## src/rtl/oled_task_scheduler.sv

```systemverilog
// Frame-synchronous owner scheduler for the OLED, 7-seg and LEDs.
// Debounces the switch request, then hands over on frame boundaries with blank frames in between.
module oled_task_scheduler #(
    parameter int unsigned DEBOUNCE_CYCLES = 100000,
    parameter int unsigned BLANK_FRAMES    = 2,
    parameter logic [15:0] BLANK_COLOUR    = 16'h0000
) (
    input  logic        basys_clk,
    input  logic        reset,
    input  logic [5:1]  SW,
    input  logic        frame_begin,
    input  logic [15:0] oled_data_a,
    input  logic [15:0] oled_data_b,
    input  logic [15:0] oled_data_c,
    input  logic [15:0] oled_data_d,
    input  logic [15:0] oled_data_group,
    input  logic [6:0]  seg_e,
    input  logic [3:0]  an_e,
    input  logic        dp_e,
    output logic [15:0] oled_data,
    output logic [6:0]  seg,
    output logic [3:0]  an,
    output logic        dp,
    output logic [15:0] led,
    output logic [4:0]  task_start,
    output logic        busy
);

    localparam int DW = (DEBOUNCE_CYCLES > 1) ? $clog2(DEBOUNCE_CYCLES) : 1;
    localparam int FW = (BLANK_FRAMES > 1) ? $clog2(BLANK_FRAMES) : 1;
    localparam logic [DW-1:0] DCNT_LAST = DW'(DEBOUNCE_CYCLES - 1);
    localparam logic [FW-1:0] FCNT_LAST = FW'(BLANK_FRAMES - 1);

    typedef enum logic [1:0] {
        RUN,
        DEBNC,
        WAIT_FB,
        BLANK
    } state_t;

    state_t        state, state_d;
    logic [2:0]    cur_sel, cur_sel_d;
    logic [2:0]    cand, cand_d;
    logic [DW-1:0] dcnt, dcnt_d;
    logic [FW-1:0] fcnt, fcnt_d;
    logic [2:0]    req;
    logic [4:0]    start_d;
    logic [15:0]   pix_d;
    logic [15:0]   led_d;
    logic [6:0]    seg_d;
    logic [3:0]    an_d;
    logic          dp_d;

    always_comb begin
        // NOTE: every combinational output gets a default first so no path can infer a latch.
        req = 3'd0;
        if (SW[5])      req = 3'd5;
        else if (SW[4]) req = 3'd4;
        else if (SW[3]) req = 3'd3;
        else if (SW[2]) req = 3'd2;
        else if (SW[1]) req = 3'd1;
    end

    always_comb begin
        state_d   = state;
        cur_sel_d = cur_sel;
        cand_d    = cand;
        dcnt_d    = dcnt;
        fcnt_d    = fcnt;
        start_d   = '0;
        case (state)
            RUN: begin
                if (req != cur_sel) begin
                    state_d = DEBNC;
                    cand_d  = req;
                    dcnt_d  = '0;
                end
            end
            DEBNC: begin
                if (req == cur_sel) begin
                    state_d = RUN;
                end else if (req != cand) begin
                    cand_d = req;
                    dcnt_d = '0;
                end else if (dcnt == DCNT_LAST) begin
                    state_d = WAIT_FB;
                end else begin
                    dcnt_d = dcnt + DW'(1);
                end
            end
            WAIT_FB: begin
                if (frame_begin) begin
                    state_d = BLANK;
                    fcnt_d  = '0;
                end
            end
            BLANK: begin
                if (frame_begin) begin
                    if (fcnt == FCNT_LAST) begin
                        state_d   = RUN;
                        cur_sel_d = cand;
                        if (cand != 3'd0) start_d = 5'd1 << (cand - 3'd1);
                    end else begin
                        fcnt_d = fcnt + FW'(1);
                    end
                end
            end
            default: state_d = RUN;
        endcase
    end

    // Port values derived from the current owner; blanking overrides everything.
    always_comb begin
        case (cur_sel)
            3'd1:    pix_d = oled_data_a;
            3'd2:    pix_d = oled_data_b;
            3'd3:    pix_d = oled_data_c;
            3'd4:    pix_d = oled_data_d;
            3'd5:    pix_d = oled_data_group;
            default: pix_d = BLANK_COLOUR;
        endcase
        led_d = '0;
        seg_d = 7'h7F;
        an_d  = 4'hF;
        dp_d  = 1'b1;
        if (state == BLANK) begin
            pix_d = BLANK_COLOUR;
        end else begin
            if (cur_sel != 3'd0) led_d = 16'd1 << (cur_sel - 3'd1);
            if (cur_sel == 3'd5) begin
                seg_d = seg_e;
                an_d  = an_e;
                dp_d  = dp_e;
            end
        end
    end

    always_ff @(posedge basys_clk) begin
        // NOTE: non-blocking assignments so every register samples pre-edge values.
        if (reset) begin
            state      <= RUN;
            cur_sel    <= 3'd0;
            cand       <= 3'd0;
            dcnt       <= '0;
            fcnt       <= '0;
            oled_data  <= BLANK_COLOUR;
            led        <= '0;
            seg        <= 7'h7F;
            an         <= 4'hF;
            dp         <= 1'b1;
            task_start <= '0;
            busy       <= 1'b0;
        end else begin
            state      <= state_d;
            cur_sel    <= cur_sel_d;
            cand       <= cand_d;
            dcnt       <= dcnt_d;
            fcnt       <= fcnt_d;
            oled_data  <= pix_d;
            led        <= led_d;
            seg        <= seg_d;
            an         <= an_d;
            dp         <= dp_d;
            task_start <= start_d;
            busy       <= (state != RUN);
        end
    end

endmodule

```

## config.mk

```make
export PLATFORM = sky130hd
export DESIGN_NAME = oled_task_scheduler
export DESIGN_NICKNAME = d
export VERILOG_FILES = /design/src/rtl/oled_task_scheduler.sv
export SDC_FILE = /design/constraint.sdc
export NUM_CORES = 1
export LEC_CHECK = 0
export CORE_ASPECT_RATIO = 0.5
export CORE_MARGIN = 2
export CORE_UTILIZATION = 40
export DETAILED_ROUTE_END_ITERATION = 7
export GPL_TIMING_DRIVEN = 0
export PLACE_DENSITY = 0.74
export SYNTH_ARGS = -nofsm -noshare
export SYNTH_HDL_FRONTEND = slang
export SYNTH_SLANG_ARGS = --single-unit
```

## constraint.sdc

```tcl
create_clock -name basys_clk -period 7.4 [get_ports basys_clk]
set_clock_uncertainty 0.2 [all_clocks]
set_input_delay 2.22 -clock basys_clk [delete_from_list [all_inputs] [get_ports basys_clk]]
set_output_delay 2.22 -clock basys_clk [all_outputs]
set_load 0.005 [all_outputs]
```

==> results.yml <==
run_status:
  outcome: "finished clean"
clock_network:
  post-cts-setup-buffer-count: 0
  cts_buffers: 9
  htree_levels: 3
  cts_root_buffer: "clkbuf_16"
  clk_pin_slew_ns: 0.06
  clk_latency_ns: 0.33
  clkSinkCount: 68
  cts_resized: 0
  cts_tree: "built"
  cts_buffer_depth: 2
  hold_buffers: 0
floorplanning:
  coreArea_um2: 8144
  row_count: 23
  floorplan.initialDensity_pct: 41.94
  dieArea_um2: 9340
  dieWidth_um: 134.7
  num_io_pins: 150
  die_y_um: 69.35
timing:
  timing.final.crit_share_pct: 66.87
  timing.fmax_mhz: 202.1
  maxSlewHeadroom_pct: 51.56
  report.final.setup_viol: 0
  rsz0062_at_grt: "no"
  drv_slew: 0
  tns_ns: 0
  tightest_slew_ns: 0.7266
  final_hold_viol_count: 0
  layout_setup_ws_ns: 2.452
  period_needed_ns: 4.948
route:
  drt_iter0_markers: 111
  via_count: 3362
  wl_um: 9800
  ant_nets: 0
  post_drt_via_cell_ratio: 5.102
  drc: 0
  routedWlPerCell_um: 14.87
  first_pass_iters: 4
global_routing:
  antenna_found_initial: 0
  grt_remaining_overflow: 0
  grt_pass1_wl_um: 15890
  grt_pass1_vias: 3265
  grt_max_degree: 11
  grt_util_all_layers_pct: 21.32
power_and_ir_drop:
  ir_drop_uv: 94.02
  power.density_nw_per_um2: 170.5
  p_leak_nw: 1.807
yosys:
  synth.distinct_cells: 55
  synth-edff-count: 0
  synth_top_area_share_pct: 39.85
  synthArstFlopShare_pct: 0
  syn_area_per_cell_um2: 8.872
  ys_warn_count: 0
  synth_seq_cells: 68
  synth_area_leaders: "dfxtp_1 (40%), mux2i_1 (7.9%), nor2_1 (5.7%), a21oi_1 (4.7%), or4_1 (3.1%)"
  synth_ff_type: "dfxtp_1"
  yosysTopAreaCell: "dfxtp_1"
  netlist_area_um2: 3416
  ys_seq_area_share_pct: 39.85
  syn_inst: 385
final_layout:
  fill_cells: 703
  multi_input_area_um2: 1869
  seq_area_um2: 1361
  drive_gt1_share_pct: 12.07
  area_delta_synth_final_pct: 55.09
  final_area_um2: 5298
  nets: 648
  mostFrequentLayoutCell: "clkdlybuf4s50_1"
  num_antenna_cells: 0
  most-common-layout-cells: "clkdlybuf4s50_1 (140), dfxtp_1 (68), nor2_1 (52), a21oi_1 (32), mux2i_1 (27)"
placed_design:
  finalWeightedCongestion: 0.8140
  placed_cell_area_um2: 4987
  dp_slack_ns: 2.141
  numPortBuffers: 140
  hpwl_um: 7542
flow_run:
  drv_cap: 0
min_path:
  hp-class: "reg -> reg"
setup_path:
  critPathMaxFanout: 10
  cp.required_ns: 7.41
  crit_path_start_kind: "input pin"
  crit_arrival_ns: 4.96
  path_class: "in -> reg"
  crit_path_end_kind: "flip-flop"
[routing by layer]
layer / GRT usage (%) / wire length [um] / vias up
met2: 37.62 / 4813 / 70
met3: 5.336 / 448 / 13
met5: 0 / 0 / -
li1: - / - / 1700
met1: 25.85 / 4410 / 1579
met4: 5.731 / 128 / 0
[worst max-delay path, stage by stage]
cell and delay (ns):
clkdlybuf4s50_1 0.56, nor3b_2 0.08, nor3_1 0.47, mux2_2 0.42, a211oi_1 0.52, or2_1 0.29
buf_2 0.31, nor2_1 0.08
[path summary, 6_finish.rpt]
path	from	to	slack, ns	cells after the start
worst max-delay path	SW[4]	dcnt[6]	2.45	8
worst min-delay path	dcnt[16]	dcnt[16]	0.29	2
worst max register to register	cur_sel[1]	dcnt[2]	4.84	11
worst min register to register	dcnt[16]	dcnt[16]	0.29	2
[cell usage after synthesis (all sizes together) (6+ instances only)]
cell,n
or4,14
or2,16
nor2,52
inv,8
nor3,11
clkbuf,12
buf,20
a21oi,41
a211oi,6
nand3,12
o22a,10
mux2i,27
o31ai,11
o21ai,6
nand2,13
dfxtp,68
[metrics by stage]
stage	hold WS [ns]	power (mW)	cells	util (%)
2_1_floorplan	0.2505	0.4069	393	-
3_3_place_gp	0.2630	0.4647	645	61.24
3_5_place_dp	0.2776	0.4660	645	61.24
6_report	0.2903	0.9033	659	65.05
4_1_cts	0.2887	0.9098	659	65.05
5_1_grt	0.2979	0.9343	659	65.05
[kinds of logic after synthesis]
family | count (synthesis) | share of synthesized area (%)
flops | 68 | 39.85
fa+ha+maj | 4 | 1.465
buf+inv | 40 | 6.300
simple gates | 152 | 23.88
other cells | 1 | 0.1098
mux | 29 | 8.681
xor+xnor | 1 | 0.2565
compound gates | 90 | 19.45
[power breakdown]
| group | internal [mW] | switching, mW |
|---|---|---|
| clock | 0.294 | 0.151 |
| sequential | 0.369 | 0.00273 |
| combinational | 0.0604 | 0.0272 |
[state kept, by name (all words and copies together) (netlist names), named ones only]
register,count
dcnt,17
oled_data,16
led,8
seg,7
task_start,5
an,4
cand,3
cur_sel,3
busy,1
dp,1
fcnt,1
state,1
[area by class of cell]
class                   instances  share of cell area, %
clock inverters                 1                 0.5668
inverters                       8                 0.5668
multi-input cells             285                  35.29
plain buffers                  32                  3.496
flip-flops and latches         68                  25.70
clock buffers                  13                  5.291
repair buffers                140                  26.45
well taps                     112                  2.645
Note: power is estimated with default switching activity, not from simulation.
